--- src/rtl/hosted_mem_arbiter_pkg.sv ---
// Shared types and width helpers for the hosted memory arbiter and its tag FIFO.
package hosted_mem_arbiter_pkg;

    localparam int MAX_PORTS = 8;

    typedef logic [$clog2(MAX_PORTS)-1:0] port_idx_t;

    function automatic int port_idx_w(input int n_ports);
        return (n_ports > 1) ? $clog2(n_ports) : 1;
    endfunction

    // One extra MSB distinguishes full from empty when the index bits match.
    function automatic int fifo_ptr_w(input int depth);
        return $clog2(depth) + 1;
    endfunction

endpackage

--- src/rtl/hosted_tag_fifo.sv ---
// In-order tag FIFO holding the port index of every accepted-but-unanswered request.
module hosted_tag_fifo
    import hosted_mem_arbiter_pkg::*;
#(
    parameter int WIDTH = 2,
    parameter int DEPTH = 4
) (
    input  logic             clk,
    input  logic             srst,
    input  logic             push,
    input  logic [WIDTH-1:0] din,
    input  logic             pop,
    output logic [WIDTH-1:0] dout,
    output logic             full,
    output logic             empty
);

    localparam int PW = fifo_ptr_w(DEPTH);

    logic [WIDTH-1:0] mem [DEPTH];
    logic [PW-1:0]    wr_ptr;
    logic [PW-1:0]    rd_ptr;

    assign empty = (wr_ptr == rd_ptr);
    assign full  = (wr_ptr[PW-1] != rd_ptr[PW-1]) &&
                   (wr_ptr[PW-2:0] == rd_ptr[PW-2:0]);
    assign dout  = mem[rd_ptr[PW-2:0]];

    always_ff @(posedge clk) begin
        if (srst) begin
            wr_ptr <= '0;
            rd_ptr <= '0;
        end else begin
            if (push) wr_ptr <= wr_ptr + 1'b1;
            if (pop)  rd_ptr <= rd_ptr + 1'b1;
        end
    end

    // Storage needs no reset; the pointers alone define what is valid.
    always_ff @(posedge clk) begin
        if (push && !srst) mem[wr_ptr[PW-2:0]] <= din;
    end

endmodule

--- src/rtl/hosted_mem_arbiter.sv ---
// Round-robin arbiter funnelling N request ports into one registered memory port,
// routing in-order memory responses back to the originating port via a tag FIFO.
module hosted_mem_arbiter
    import hosted_mem_arbiter_pkg::*;
#(
    parameter int N_PORTS   = 3,
    parameter int ADDR_W    = 32,
    parameter int DATA_W    = 32,
    parameter int MAX_OUTST = 4
) (
    input  logic                              clk,
    input  logic                              srst,
    input  logic [N_PORTS-1:0]                req_valid,
    output logic [N_PORTS-1:0]                req_ready,
    input  logic [N_PORTS-1:0][ADDR_W-1:0]    req_addr,
    input  logic [N_PORTS-1:0]                req_write,
    input  logic [N_PORTS-1:0][DATA_W-1:0]    req_wdata,
    input  logic [N_PORTS-1:0][DATA_W/8-1:0]  req_wstrb,
    output logic [N_PORTS-1:0]                rsp_valid,
    output logic [DATA_W-1:0]                 rsp_rdata,
    output logic                              rsp_err,
    output logic                              mem_valid,
    input  logic                              mem_ready,
    output logic [ADDR_W-1:0]                 mem_addr,
    output logic                              mem_write,
    output logic [DATA_W-1:0]                 mem_wdata,
    output logic [DATA_W/8-1:0]               mem_wstrb,
    input  logic                              mem_rvalid,
    input  logic [DATA_W-1:0]                 mem_rdata,
    input  logic                              mem_rerr
);

    localparam int IDX_W = port_idx_w(N_PORTS);

    logic [IDX_W-1:0] last_grant;
    logic [IDX_W-1:0] grant_idx;
    logic [IDX_W-1:0] cand_idx;
    logic [IDX_W-1:0] head_tag;
    logic             grant_any;
    logic             out_free;
    logic             fifo_full;
    logic             fifo_empty;
    logic             fifo_pop;
    logic             accept;
    logic             orphan_rsp;
    int               cand;

    // Search starts one past the last winner so every requester gets a turn.
    always_comb begin
        grant_any = 1'b0;
        grant_idx = '0;
        cand      = 0;
        cand_idx  = '0;
        for (int k = 1; k <= N_PORTS; k++) begin
            cand = int'(last_grant) + k;
            if (cand >= N_PORTS) cand = cand - N_PORTS;
            cand_idx = IDX_W'(cand);
            if (!grant_any && req_valid[cand_idx]) begin
                grant_any = 1'b1;
                grant_idx = cand_idx;
            end
        end
    end

    assign out_free = !mem_valid || mem_ready;
    assign fifo_pop = mem_rvalid && !fifo_empty && !srst;
    // A response retiring this cycle frees a tag slot for a grant in the same cycle.
    assign accept   = grant_any && out_free && (!fifo_full || fifo_pop) && !srst;

    always_comb begin
        req_ready = '0;
        if (accept) req_ready[grant_idx] = 1'b1;
    end

    always_comb begin
        rsp_valid = '0;
        if (fifo_pop) rsp_valid[head_tag] = 1'b1;
    end

    assign rsp_rdata = mem_rdata;
    assign rsp_err   = mem_rerr;

    always_ff @(posedge clk) begin
        if (srst) begin
            mem_valid  <= 1'b0;
            last_grant <= IDX_W'(N_PORTS - 1);
            orphan_rsp <= 1'b0;
        end else begin
            if (accept) begin
                mem_valid  <= 1'b1;
                mem_addr   <= req_addr[grant_idx];
                mem_write  <= req_write[grant_idx];
                mem_wdata  <= req_wdata[grant_idx];
                mem_wstrb  <= req_wstrb[grant_idx];
                last_grant <= grant_idx;
            end else if (mem_ready) begin
                mem_valid <= 1'b0;
            end
            orphan_rsp <= orphan_rsp | (mem_rvalid & fifo_empty);
        end
    end

    hosted_tag_fifo #(
        .WIDTH (IDX_W),
        .DEPTH (MAX_OUTST)
    ) u_tag_fifo (
        .clk   (clk),
        .srst  (srst),
        .push  (accept),
        .din   (grant_idx),
        .pop   (fifo_pop),
        .dout  (head_tag),
        .full  (fifo_full),
        .empty (fifo_empty)
    );

endmodule

--- config.mk ---
export PLATFORM = sky130hd
export DESIGN_NAME = hosted_mem_arbiter
export DESIGN_NICKNAME = d
export VERILOG_FILES = /design/src/rtl/hosted_mem_arbiter_pkg.sv /design/src/rtl/hosted_tag_fifo.sv /design/src/rtl/hosted_mem_arbiter.sv
export SDC_FILE = /design/constraint.sdc
export NUM_CORES = 1
export LEC_CHECK = 0
export CELL_PAD_IN_SITES_DETAIL_PLACEMENT = 1
export CELL_PAD_IN_SITES_GLOBAL_PLACEMENT = 1
export CORE_AREA = 5 5 139 141
export DETAILED_ROUTE_END_ITERATION = 16
export DIE_AREA = 0 0 144 146
export GPL_ROUTABILITY_DRIVEN = 0
export PLACE_DENSITY = 0.88
export REMOVE_ABC_BUFFERS = 1
export SYNTH_ARGS = -nofsm -noshare
export SYNTH_HDL_FRONTEND = slang
export SYNTH_HIERARCHICAL = 1
export SYNTH_SLANG_ARGS = --single-unit
--- constraint.sdc ---
create_clock -name clk -period 10.1 [get_ports clk]
set_clock_uncertainty 0.2 [all_clocks]
set_input_delay 1.515 -clock clk [delete_from_list [all_inputs] [get_ports clk]]
set_output_delay 1.515 -clock clk [all_outputs]
set_load 0.02 [all_outputs]
Yosys cells after proc, flatten, opt, wreduce, memory -nomap -nowiden
Memories as Yosys holds them, arrays and structs flattened. A register that Yosys moved wholly into a read port is not among the register bits.
Index checks and enable logic that the tools add are counted.
Operators by class
  add/subtract/negate cells: 8
  order comparisons: 10
  reduce and logical (&&, ||, !) cells: 21
  shift-type cells: 0
  multiplexer cells: 35
  eq/ne operators: 3
  bitwise operators: 1
  $mul: 0
  div/mod/pow operators: 0
Operators by type and width (count)
  $bmux 32 s2: 2
  $mux 32: 2
  $mux 2: 8
  $lt 2x3->1 const B: 5
  $mux 1: 13
  $logic_and 1x1->1: 11
  $ge 3x2->1 const B: 3
  $bmux 1 s2: 4
  $bmux 4 s2: 1
  $add 2x2->3 const B: 2
  $add 3x1->3 const B: 2
  $logic_not 1->1: 6
  $mux 3: 2
  $sub 2x2->2 const B: 3
  $demux 1 s2: 2
  $ge 2x1->1 const B: 2
  $mux 4: 1
  $add 2x1->3 const B: 1
  $eq 3x3->1: 1
  $eq 2x2->1: 1
  $logic_or 1x1->1: 2
  $reduce_and 2->1: 1
  $reduce_bool 2->1: 1
  $ne 1x1->1: 1
  $not 1->1: 1
Word-level totals
  output and inout port bits: 109
  memories: 1
  input bits: 247
  register bits after elaboration: 78
  logic and storage cells: 87
  memory bits (writable): 8
  memory bits (read-only): 0
  bits in latches: 0
Memories
  u_tag_fifo.mem: depth 4, bits a word 2, rd ports 1, clocked after memory_dff 1, write ports 1, RTL line hosted_tag_fifo.sv:20  | logic [WIDTH-1:0] mem [DEPTH];

Depth between registers and ports, before layout
Gate-level depths: netlist of run 1.
  depth in word-level cells: 18
  gate-level depth with buffers: 10
  depth with buffers taken out: 8

Modules after synthesis
The synthesis of run 1 kept the hierarchy.
Modules (own cells, without submodules)
  hosted_mem_arbiter: area an instance 4026.4 µm², seq. area each 2132.0 µm², instances 1, cells an instance 325
  hosted_tag_fifo: area an instance 705.7 µm², seq. area each 400.4 µm², instances 1, cells an instance 53

Least setup slack after synthesis of run 1
No wires, ideal clock.
  kind: input -> output
  start point: in srst
  end point: out req_ready[2]
  setup slack: 4.045 ns
  arrival: 4.340 ns
  buffers on the path: 0
  cell stages on the path: 5
  cell sequence: or3b_2 > a21boi_0 > o311ai_0 > inv_1 > and2_1
On the way
  cells in the longest elaborated chain, start to end: 6
Ends and longest elaborated chain
  start: declaration: RTL line hosted_mem_arbiter.sv:12  | input logic srst,
  $logic_not 1->1 *: RTL line hosted_mem_arbiter.sv:66, hosted_mem_arbiter.sv:68
  $logic_and 1x1->1: RTL line hosted_mem_arbiter.sv:66  | assign fifo_pop = mem_rvalid && !fifo_empty && !srst;
  $logic_or 1x1->1: RTL line hosted_mem_arbiter.sv:68  | assign accept = grant_any && out_free && (!fifo_full || fifo_pop) && !srst;
  $logic_and 1x1->1: RTL line hosted_mem_arbiter.sv:68
  $logic_and 1x1->1 *: RTL line hosted_mem_arbiter.sv:68
  via accept: RTL line hosted_mem_arbiter.sv:44  | logic accept;
  $mux 3 *: RTL line hosted_mem_arbiter.sv:72  | if (accept) req_ready[grant_idx] = 1'b1;
  end: declaration: RTL line hosted_mem_arbiter.sv:14  | output logic [N_PORTS-1:0] req_ready,
Mark *: on every way through the listed nets, which the timed path passes. The rest lies on a longest branch.

Worst setup path in the final report of run 1
  start point: in req_valid[0]
  end point: out req_ready[0]
On the way
  cells in the longest elaborated chain, start to end: 14
Ends and longest elaborated chain
  start: declaration: RTL line hosted_mem_arbiter.sv:13  | input logic [N_PORTS-1:0] req_valid,
  $bmux 1 s2: RTL line hosted_mem_arbiter.sv:58  | if (!grant_any && req_valid[cand_idx]) begin
  $mux 1 (not written as such): RTL line hosted_mem_arbiter.sv:58
  $mux 1: RTL line hosted_mem_arbiter.sv:58
  $logic_not 1->1: RTL line hosted_mem_arbiter.sv:58
  $logic_and 1x1->1: RTL line hosted_mem_arbiter.sv:58
  $mux 1: RTL line hosted_mem_arbiter.sv:58
  $logic_not 1->1: RTL line hosted_mem_arbiter.sv:58
  $logic_and 1x1->1: RTL line hosted_mem_arbiter.sv:58
  $mux 2 *: RTL line hosted_mem_arbiter.sv:58
  via grant_idx[1]: RTL line hosted_mem_arbiter.sv:36  | logic [IDX_W-1:0] grant_idx;
  $lt 2x3->1 (not written as such) / $ge 2x1->1 (equally long branches): RTL line hosted_mem_arbiter.sv:72
  $logic_and 1x1->1 (not written as such): RTL line hosted_mem_arbiter.sv:72
  $mux 1 (not written as such): RTL line hosted_mem_arbiter.sv:72
  $demux 1 s2 *: RTL line hosted_mem_arbiter.sv:72
  $mux 3 *: RTL line hosted_mem_arbiter.sv:72
Mark *: on every way through the listed nets, which the timed path passes. The rest lies on a longest branch. The select of a mux whose other input is x is not followed.

==> results of run 1 <==
-- final cells by class --
class,count,area (µm²)
Timing Repair Buffer,294,2930
Tap cell,229,287
Clock buffer,10,229
Inverter,9,35.0
Clock inverter,6,83.8
Sequential cell,88,2530
Fill cell,1890,9950
Multi-Input combinational cell,217,1790
-- per-layer routing --
metal	vias to the layer above	global-route usage (%)	share of wire, %
li1	1973	-	-
met1	2122	21.3	38
met2	232	30.5	48
met3	22	10.3	12
met4	2	4.80	1.3
met5	-	4.07	0.54
-- metrics by stage --
step | total power [mW] | std cells | hold slack [ns]
after floorplan | 1.56 | 314 | 0.307
after global placement | 2.19 | 837 | 0.285
after detailed placement | 2.26 | 837 | 0.297
after CTS | 2.63 | 853 | 0.310
after global routing | 2.75 | 853 | 0.343
final | 2.59 | 853 | 0.298
-- report_power, final --
part,internal [mW],switching (mW)
combinational,0.664,0.839
clock,0.216,0.138
sequential,0.674,0.0559
-- flip-flops by register name, indices dropped and copies added, names as in the netlist, named ones only --
| name | cells |
|---|---|
| u_tag_fifo/rd_ptr | 3 |
| u_tag_fifo/mem | 8 |
| last_grant | 2 |
| mem_write | 1 |
| mem_wstrb | 4 |
| mem_wdata | 32 |
| u_tag_fifo/wr_ptr | 3 |
| mem_valid | 1 |
| mem_addr | 32 |
-- placed cells by master (no fill, tap or decap), drive strengths merged, types with 2 or more instances in the layout --
master	n
mux4	2
nand3b	4
o311ai	2
nor3b	3
mux2i	4
xor2	2
nor2b	3
o211ai	3
nor3	4
a211oi	2
a221o	70
xnor2	3
nand2	5
nor2	6
a21oi	5
clkinv	4
nand3	2
and3	70
buf	5
a21bo	2
and2	6
clkdlybuf4s50	289
edfxtp	77
ha	9
inv	8
or3b	3
bufinv	2
clkbuf	10
dfxtp	11
-- worst paths after layout --
path / startpoint / to / slack, ns
setup reg to reg: last_grant[0] / mem_addr[30] / 6.06
hold reg to reg: mem_valid / mem_valid / 0.30
hold / removal: mem_valid / mem_valid / 0.30
setup / recovery: req_valid[0] / req_ready[0] / 3.51
-- cell families (layout without fill, tap and decap cells) --
family / after synthesis / count (layout)
compound gates: 90 / 90
xor+xnor: 5 / 5
buf+inv: 73 / 319
mux: 6 / 6
fa+ha+maj: 9 / 9
simple gates: 107 / 107
flops: 88 / 88
-- worst max-delay path: stages --
cell	delay, ns
sky130_fd_sc_hd__clkdlybuf4s50_1	0.55
sky130_fd_sc_hd__or3b_1	0.42
sky130_fd_sc_hd__o311ai_2	0.32
sky130_fd_sc_hd__nand2_2	0.69
sky130_fd_sc_hd__and2_1	0.49
sky130_fd_sc_hd__nor3_1	0.23
sky130_fd_sc_hd__clkdlybuf4s50_1	0.64
==> insert_results.sql, run 1 <==
INSERT INTO impl_metrics (metric_group, metric, value, unit) VALUES
('clock_tree', 'numCtsBuffers', '9', ''),
('clock_tree', 'cts_setup_buffers', '0', ''),
('synthesis', 'synth-edff-count', '77', ''),
('die', 'dieHeight', '146', 'µm'),
('status', 'run_status', 'finished clean', ''),
('timing', 'unrepaired_setup_endpoints_after_global_routing', 'false', ''),
('synthesis', 'netlist-cell-type-count', '40', ''),
('power_and_ir_drop', 'total_leakage_power', '3.04', 'nW'),
('place', 'placement.setup.worst_slack', '3.45', 'ns'),
('grt', 'global_route_wire_length_before_repair', '29400', 'µm'),
('finish', 'nNetsFinal', '875', ''),
('finish', 'fin_util', '44.2', '%'),
('critical_path', 'crit_type', 'primary input to output pin', ''),
('synthesis', 'synth_fa_ha_area_share', '2.38', '%'),
('finish', 'post_route_cells_drive_above_1_share', '4.33', '%'),
('power_and_ir_drop', 'power_density', '328', 'nW/µm²'),
('synthesis', 'multiplexer_fraction_of_the_synthesized_cell_area', '1.96', '%'),
('synthesis', 'post_synth_most_frequent_cells', 'sky130_fd_sc_hd__edfxtp_1, sky130_fd_sc_hd__a221o_1, sky130_fd_sc_hd__and3_1', ''),
('die', 'chipWidth', '144', 'µm'),
('clock_tree', 'clk_latency', '0.34', 'ns'),
('synthesis', 'yosys.area.top_type', 'sky130_fd_sc_hd__edfxtp_1', ''),
('synthesis', 'synth_top_family_by_area', 'compound AO/OA/AOI/OAI gates', ''),
('routing', 'dr.first_iter.drc_count', '207', ''),
('synthesis', 'library_cell_with_the_highest_instance_count_after_synthesis', 'sky130_fd_sc_hd__edfxtp_1', ''),
('power_and_ir_drop', 'worst_vdd_rail_ir_drop', '0.221', 'mV'),
('synthesis', 'postSynthRegisterBits', '88', ''),
('timing', 'worstMarginPinSlew', '1.18', 'ns'),
('timing', 'slew_hr', '21.1', '%'),
('min_path', 'worst_hold_path_type', 'register to register', ''),
('synthesis', 'yosys.area_share.simple', '13.8', '%'),
('die', 'boundaryPins', '356', ''),
('die', 'floorplan.core_area', '17800', 'µm²'),
('synthesis', 'post_synth_main_area_contributors', 'sky130_fd_sc_hd__edfxtp_1, sky130_fd_sc_hd__a221o_1, sky130_fd_sc_hd__and3_1', ''),
('synthesis', 'synth_compound_gate_area_share', '18.5', '%'),
('grt', 'first_global_vias', '4883', ''),
('critical_path', 'reg2regPathDepth', '8', ''),
('timing', 'final_hold_violation_count', '0', ''),
('grt', 'antenna_found_initial', '0', ''),
('clock_tree', 'cts-root-to-sink-buffers', '2', ''),
('synthesis', 'synth-main-ff-cell', 'sky130_fd_sc_hd__edfxtp_1', ''),
('synthesis', 'ys_async_sr_fraction', '0', '%'),
('synthesis', 'synth-warning-count', '6', ''),
('timing', 'period_minus_slack', '6.59', 'ns'),
('timing', 'max_freq', '152', 'MHz'),
('routing', 'first_pass_iters', '4', ''),
('grt', 'remaining_overflow_grt', '0', ''),
('routing', 'post_drt_wl_per_cell', '23.7', 'µm'),
('timing', 'final-max-slew-violation-count', '0', ''),
('clock_tree', 'postCtsResizedCells', '0', ''),
('clock_tree', 'clock_sinks', '88', ''),
('flow_run', 'max_cap_viol_count', '0', ''),
('routing', 'drc', '0', ''),
('die', 'rows', '49', ''),
('synthesis', 'synth.top_cell.area_share', '48.9', '%'),
('critical_path', 'critPathRequiredTime', '8.39', 'ns'),
('critical_path', 'crit_end_category', 'output pin', ''),
('place', 'buffer_ports.inserted', '289', ''),
('synthesis', 'ys_seq_area_share', '53.5', '%'),
('synthesis', 'synthesis.area_per_instance', '12.5', 'µm²'),
('grt', 'grt_usage', '18.8', '%'),
('die', 'die_area', '21000', 'µm²'),
('critical_path', 'worst_setup_path_start_kind', 'primary input', ''),
('critical_path', 'cp_max_fo', '71', ''),
('routing', 'routed_via_density', '5.10', ''),
('finish', 'postLayoutCellArea', '7890', 'µm²'),
('timing', 'timing.final.setup_violations', '0', ''),
('synthesis', 'mappedNetlistArea', '4730', 'µm²'),
('synthesis', 'postSynthCellCount', '378', ''),
('timing', 'timing.setup.tns', '0', 'ns'),
('die', 'start_util', '26.5', '%'),
('min_path', 'hold_path_depth', '2', '');
No activity file was read; power rests on OpenSTA's default activity.
==> run 2, diff against run 1 <==
- CORE_AREA: 5 5 139 141 -> 5 5 144 146
- DIE_AREA: 0 0 144 146 -> 0 0 149 151
- PLACE_DENSITY: 0.88 -> 0.82
- clock period: 10.1 -> 6.65 ns (I/O delays scaled with it)
==> run 2 against run 1 <==
First-iteration DRC count down 22%. Flip-flop and latch count unchanged. Sequential share of layout area is 0.17 points lower. Highest routed layer unchanged. Count of clock-buffer cells in the layout up 2. Final cell count is 4.3% higher. Register-to-register slack got worse by 3.5 ns. Core utilization shrank 3.1 points. Combinational power rose by 54%.
==> insert_results.sql, run 2 (synthesis results as in run 1) <==
INSERT INTO impl_metrics (metric_group, metric, value, unit) VALUES
('status', 'run_status', 'finished clean', ''),
('timing', 'whs', '0.312', 'ns'),
('timing', 'max_freq', '189', 'MHz'),
('die', 'rows', '51', ''),
('critical_path', 'crit_type', 'primary input to output pin', ''),
('die', 'boundaryPins', '356', ''),
('power_and_ir_drop', 'p_clk_share', '13.1', '%'),
('critical_path', 'cp_top_family', 'buffers and inverters', ''),
('flow_run', 'max_cap_viol_count', '0', ''),
('finish', 'layout_commonest_cell', 'sky130_fd_sc_hd__clkdlybuf4s50_1', ''),
('routing', 'route.final.wire_length', '20100', 'µm'),
('finish', 'postLayoutCellArea', '7930', 'µm²'),
('clock_tree', 'clock_tree_from_tritoncts', 'done', ''),
('timing', 'timing.setup.tns', '0', 'ns'),
('critical_path', 'worstPathBufferInverterCount', '2', ''),
('clock_tree', 'ctsHoldBuffers', '0', ''),
('timing', 'unrepaired_setup_endpoints_after_global_routing', 'false', ''),
('finish', 'final_cell_mix', 'sky130_fd_sc_hd__clkdlybuf4s50_1, sky130_fd_sc_hd__edfxtp_1, sky130_fd_sc_hd__and3_1, sky130_fd_sc_hd__a221o_1, sky130_fd_sc_hd__dfxtp_1', ''),
('timing', 'final_hold_violation_count', '0', ''),
('grt', 'global_route_wire_length_before_repair', '29400', 'µm'),
('finish', 'post_route_cells_drive_above_1_share', '4.80', '%'),
('timing', 'timing.final.setup_violations', '0', ''),
('power_and_ir_drop', 'p_seq_share', '28.3', '%'),
('critical_path', 'path_cells', 'clkdlybuf4s50_1 -> or3b_2 -> a21boi_0 -> o311ai_0 -> nor3_1 -> clkdlybuf4s50_1', ''),
('grt', 'antenna_found_initial', '2', ''),
('timing', 'slew_hr', '31.9', '%'),
('clock_tree', 'clock_sinks', '88', ''),
('power_and_ir_drop', 'total_leakage_power', '3.04', 'nW'),
('die', 'die_area', '22500', 'µm²'),
('critical_path', 'crit_path_top_delay_cell', 'sky130_fd_sc_hd__clkdlybuf4s50_1', ''),
('grt', 'grt_start_max_net_pins', '76', ''),
('clock_tree', 'numCtsBuffers', '9', ''),
('critical_path', 'cp_max_fo', '14', ''),
('critical_path', 'crit_end_category', 'output pin', ''),
('critical_path', 'crit_path_max_incr_delay', '0.68', 'ns'),
('routing', 'dr.first_iter.drc_count', '162', ''),
('place', 'dp.final_hpwl', '15500', 'µm'),
('die', 'floorplan.core_area', '19300', 'µm²'),
('timing', 'worstMarginPinSlew', '1.02', 'ns'),
('routing', 'routed_via_density', '4.87', ''),
('critical_path', 'worst_path_most_repeated_cell', 'sky130_fd_sc_hd__clkdlybuf4s50_1', ''),
('routing', 'via_count', '4335', ''),
('power_and_ir_drop', 'power.share.switching', '40.9', '%'),
('finish', 'area_growth_syn_to_layout', '67.6', '%'),
('timing', 'portion_of_the_clock_cycle_consumed_by_the_worst_path_in_the_final_layout', '79.6', '%'),
('routing', 'first_pass_iters', '4', ''),
('place', 'place_area', '7630', 'µm²'),
('routing', 'post_drt_wl_per_cell', '22.6', 'µm'),
('clock_tree', 'cts-root-to-sink-buffers', '2', ''),
('power_and_ir_drop', 'intPower', '2.33', 'mW'),
('power_and_ir_drop', 'switching_power', '1.61', 'mW'),
('finish', 'antenna-diode-count', '0', ''),
('critical_path', 'worst_setup_path_start_kind', 'primary input', ''),
('clock_tree', 'postCtsResizedCells', '0', ''),
('place', 'buffer_ports.inserted', '289', ''),
('die', 'chipWidth', '149', 'µm'),
('place', 'placement.setup.worst_slack', '1.35', 'ns'),
('die', 'start_util', '24.6', '%'),
('clock_tree', 'cts_setup_buffers', '0', ''),
('finish', 'nNetsFinal', '876', ''),
('power_and_ir_drop', 'share_comb_of_total_power', '58.6', '%'),
('die', 'dieHeight', '151', 'µm'),
('grt', 'first_global_vias', '4933', ''),
('critical_path', 'cp_data_arrival_time', '4.10', 'ns'),
('clock_tree', 'worst_setup_hold_path_clk_slew', '0.07', 'ns'),
('power_and_ir_drop', 'fin_total_pwr', '3.94', 'mW'),
('timing', 'period_minus_slack', '5.29', 'ns'),
('power_and_ir_drop', 'worst_vdd_rail_ir_drop', '0.395', 'mV'),
('routing', 'drc', '0', ''),
('timing', 'fin_ws', '1.36', 'ns'),
('timing', 'final-max-slew-violation-count', '0', ''),
('clock_tree', 'cts_root_buffer', 'sky130_fd_sc_hd__clkbuf_16', ''),
('grt', 'remaining_overflow_grt', '0', ''),
('critical_path', 'critPathRequiredTime', '5.45', 'ns'),
('clock_tree', 'htree_levels', '3', ''),
('grt', 'grt_usage', '17.4', '%'),
('clock_tree', 'clk_latency', '0.34', 'ns'),
('power_and_ir_drop', 'power_density', '497', 'nW/µm²'),
('routing', 'ant_nets', '0', ''),
('min_path', 'worst_hold_path_type', 'register to register', '');
[run 2: cell types whose count changed in the layout (fill, tap and decap cells not counted)]
cell / delta
sky130_fd_sc_hd__buf_4: +1
sky130_fd_sc_hd__clkinvlp_4: +1
sky130_fd_sc_hd__bufinv_16: -2
sky130_fd_sc_hd__inv_6: +1
sky130_fd_sc_hd__clkbuf_16: +1
sky130_fd_sc_hd__clkinv_1: -2
sky130_fd_sc_hd__clkbuf_8: +1
sky130_fd_sc_hd__clkinv_4: -1
sky130_fd_sc_hd__inv_8: +1
[run 2: metal layers]
| layer | GRT usage, % | up-vias | share of wire, % |
|---|---|---|---|
| met1 | 19.1 | 2082 | 38 |
| li1 | - | 1977 | - |
| met4 | 5.03 | 4 | 1.5 |
| met2 | 29.3 | 252 | 49 |
| met3 | 9.40 | 20 | 12 |
| met5 | 0.227 | - | 0.070 |
[run 2: area by class of cell]
type | instances | area [µm²]
tap | 265 | 332
multi-input combinational | 217 | 1790
timing repair buffer | 295 | 2940
clock buffer | 12 | 268
inverter | 9 | 35.0
sequential | 88 | 2530
clock inverter | 4 | 35.0
fill | 2087 | 11300
[run 2: worst register-to-register path: cells and delay by family (launching register included)]
kind                       cells  cell delay [ns]
AOI/OAI and AO/OA              2             0.66
and+or+nand+nor                3             1.02
DFF                            1             0.44
buffers and inverters          3             1.02
adders and majority gates      1             0.44
[run 2: path summary, 6_finish.rpt]
| path | from | end | slack [ns] | cells after the start |
|---|---|---|---|---|
| worst max-delay path | srst | req_ready[0] | 1.36 | 6 |
| worst min-delay path | mem_valid | mem_valid | 0.31 | 2 |
| worst max register to register | last_grant[0] | u_tag_fifo/mem[2][1] | 2.58 | 9 |
| worst min register to register | mem_valid | mem_valid | 0.31 | 2 |
[run 2: power by group through the flow]
stage                     Clock (mW)  Sequential [mW]  Combinational [mW]
after global placement             0             1.12                2.28
after global routing           0.554             1.14                2.47
after CTS                      0.536             1.12                2.36
after floorplan                    0             1.41               0.962
final                          0.514             1.12                2.31
after detailed placement           0             1.13                2.35
[run 2: stage by stage]
step,instances,utilization (%)
finish,890,41.2
global route,890,41.2
CTS,890,41.2
detailed placement,874,39.6
global placement,874,39.6
floorplan,314,-
==> run 3, diff against run 2 <==
- CORE_AREA: 5 5 144 146 -> 5 5 153 155
- DIE_AREA: 0 0 149 151 -> 0 0 158 160
- PLACE_DENSITY: 0.82 -> 0.77
- clock period: 6.65 -> 4.5 ns (I/O delays scaled with it)
==> run 3 against run 2 <==
Wire length grew 0.96%. Register-to-register slack lost 1.9 ns. Setup slack worse by 1.0 ns. Critical path depth up 2. Final cell count rose by 2.2%. Hold slack worse by 0.00095 ns. Count of clock-buffer cells in the layout stayed put. Non-clock buffer count increased by 2. Largest power group unchanged.
==> insert_results.sql, run 3 (synthesis results as in run 1) <==
INSERT INTO impl_metrics (metric_group, metric, value, unit) VALUES
('critical_path', 'worst_setup_path_start_kind', 'register', ''),
('power_and_ir_drop', 'power_density', '732', 'nW/µm²'),
('grt', 'grt_usage', '15.4', '%'),
('clock_tree', 'clk_latency', '0.34', 'ns'),
('clock_tree', 'cts-root-to-sink-buffers', '2', ''),
('critical_path', 'crit_type', 'register to output pin', ''),
('critical_path', 'crit_path_max_incr_delay', '0.66', 'ns'),
('min_path', 'hold_path_depth', '2', ''),
('critical_path', 'crit_end_category', 'output pin', ''),
('die', 'rows', '54', ''),
('clock_tree', 'numCtsBuffers', '9', ''),
('timing', 'period_minus_slack', '4.19', 'ns'),
('place', 'buffer_ports.inserted', '289', ''),
('routing', 'first_pass_iters', '4', ''),
('routing', 'post_drt_wl_per_cell', '22.3', 'µm'),
('critical_path', 'critPathRequiredTime', '3.62', 'ns'),
('routing', 'via_count', '4312', ''),
('die', 'boundaryPins', '356', ''),
('timing', 'worstMarginPinSlew', '1.06', 'ns'),
('die', 'floorplan.core_area', '21700', 'µm²'),
('grt', 'grt_start_max_net_pins', '76', ''),
('min_path', 'worst_hold_path_type', 'register to register', ''),
('routing', 'drc', '0', ''),
('flow_run', 'max_cap_viol_count', '0', ''),
('critical_path', 'crit-reg2reg-capture', 'u_tag_fifo/mem[0][0]', ''),
('power_and_ir_drop', 'total_leakage_power', '3.05', 'nW'),
('finish', 'nNetsFinal', '878', ''),
('die', 'die_area', '25300', 'µm²'),
('grt', 'first_global_vias', '4700', ''),
('routing', 'routed_via_density', '4.74', ''),
('power_and_ir_drop', 'worst_vdd_rail_ir_drop', '0.321', 'mV'),
('clock_tree', 'worst_setup_hold_path_clk_slew', '0.06', 'ns'),
('timing', 'unrepaired_setup_endpoints_after_global_routing', 'false', ''),
('timing', 'portion_of_the_clock_cycle_consumed_by_the_worst_path_in_the_final_layout', '93.1', '%'),
('clock_tree', 'htree_levels', '3', ''),
('finish', 'layout_commonest_cell', 'sky130_fd_sc_hd__clkdlybuf4s50_1', ''),
('clock_tree', 'clock_sinks', '88', ''),
('grt', 'antenna_found_initial', '5', ''),
('status', 'run_status', 'finished clean', ''),
('die', 'chipWidth', '158', 'µm'),
('grt', 'global_route_wire_length_before_repair', '29000', 'µm'),
('finish', 'area_growth_syn_to_layout', '68.4', '%'),
('finish', 'final_cell_mix', 'sky130_fd_sc_hd__clkdlybuf4s50_1, sky130_fd_sc_hd__edfxtp_1, sky130_fd_sc_hd__and3_1, sky130_fd_sc_hd__a221o_1, sky130_fd_sc_hd__dfxtp_1', ''),
('timing', 'max_freq', '239', 'MHz'),
('die', 'start_util', '21.8', '%'),
('finish', 'post_route_cells_drive_above_1_share', '4.94', '%'),
('critical_path', 'reg2regPathDepth', '9', ''),
('die', 'dieHeight', '160', 'µm'),
('routing', 'dr.first_iter.drc_count', '117', ''),
('timing', 'timing.setup.tns', '0', 'ns'),
('timing', 'final-max-slew-violation-count', '0', ''),
('timing', 'final_hold_violation_count', '0', ''),
('min_path', 'hold_path.startpoint', 'mem_valid', ''),
('min_path', 'min_delay_worst_endpoint', 'mem_valid', ''),
('clock_tree', 'cts_root_buffer', 'sky130_fd_sc_hd__clkbuf_16', ''),
('routing', 'route.final.wire_length', '20300', 'µm'),
('critical_path', 'crit_path_top_delay_cell', 'sky130_fd_sc_hd__clkdlybuf4s50_1', ''),
('routing', 'ant_nets', '0', ''),
('critical_path', 'path_cells', 'inv_1 -> ha_1 -> or3b_1 -> o21ai_0 -> a2bb2oi_4 -> and2_1 -> nor3_1 -> clkdlybuf4s50_1', ''),
('critical_path', 'cp_max_fo', '9', ''),
('place', 'dp.final_hpwl', '15700', 'µm'),
('power_and_ir_drop', 'fin_total_pwr', '5.83', 'mW'),
('timing', 'timing.final.setup_violations', '0', ''),
('critical_path', 'cp_data_arrival_time', '3.31', 'ns'),
('grt', 'remaining_overflow_grt', '0', ''),
('critical_path', 'timing.rr.start', 'last_grant[0]', ''),
('clock_tree', 'clock_tree_from_tritoncts', 'done', ''),
('critical_path', 'timing.reg2reg.setup_slack', '0.68', 'ns'),
('timing', 'slew_hr', '29.6', '%');
==> run 3: area by class of cell <==
class	instances	area (µm²)
flip-flops and latches	88	2530
inverters	9	35.0
clock buffers	12	246
diodes	3	7.51
well taps	280	350
fillers	2399	13700
clock inverters	4	53.8
repair buffers	297	2950
multi-input cells	217	1790
==> run 3: stage by stage <==
| stage | hold slack [ns] | utilization, % | instances | worst slack, ns | instance area (µm²) |
|---|---|---|---|---|---|
| 2_1_floorplan | 0.307 | - | 314 | 0.0283 | 4340 |
| 5_1_grt | 0.327 | 36.7 | 910 | 0.102 | 7970 |
| 6_report | 0.311 | 36.7 | 910 | 0.312 | 7970 |
| 4_1_cts | 0.311 | 36.7 | 907 | 0.120 | 7960 |
| 3_3_place_gp | 0.289 | 35.3 | 891 | 0.300 | 7660 |
| 3_5_place_dp | 0.298 | 35.3 | 891 | 0.223 | 7660 |
==> run 3: worst max-delay path by stage <==
| stage | start | end | cells after the start | slack, ns |
|---|---|---|---|---|
| CTS | last_grant[0] | req_ready[2] | 8 | 0.12 |
| global route | last_grant[0] | req_ready[2] | 8 | 0.10 |
| finish | last_grant[0] | req_ready[0] | 8 | 0.31 |
| global placement | mem_rvalid | u_tag_fifo/mem[2][0] | 9 | 0.30 |
| floorplan | srst | req_ready[2] | 5 | 0.03 |
| detailed placement | srst | u_tag_fifo/mem[0][0] | 9 | 0.22 |
==> run 3: critical path: cells and delay by family, from the launching register on <==
family / cells / cell delay, ns
AO/OA/AOI/OAI: 2 / 0.33
adder cells (fa/ha/maj): 1 / 0.43
buffers and inverters: 2 / 0.79
flip-flops: 1 / 0.44
AND/OR/NAND/NOR: 3 / 0.99
==> run 3: what timing repair did <==
| action | 4_1_cts | 5_1_grt |
|---|---|---|
| buffers inserted | 0 | 0 |
| resized for setup | 0 | 1 |
| setup endpoints to repair | 0 | 1 |
| hold buffers | 0 | 0 |
==> run 3: per-layer routing <==
layer  GRT usage [%]  wire (µm)  part of all wire (%)  vias up
met3            8.69       2540                    12       27
li1                -          -                     -     1987
met4            4.85        371                   1.8        6
met1            17.1       7730                    38     2049
met5            3.77        111                  0.55        -
met2            24.8       9580                    47      243
==> run 3: report_power, final <==
| group | internal (mW) | leakage [nW] | switching [mW] | total, mW |
|---|---|---|---|---|
| sequential | 1.51 | 0.825 | 0.123 | 1.63 |
| combinational | 1.50 | 2.09 | 1.92 | 3.42 |
| clock | 0.449 | 0.139 | 0.331 | 0.780 |
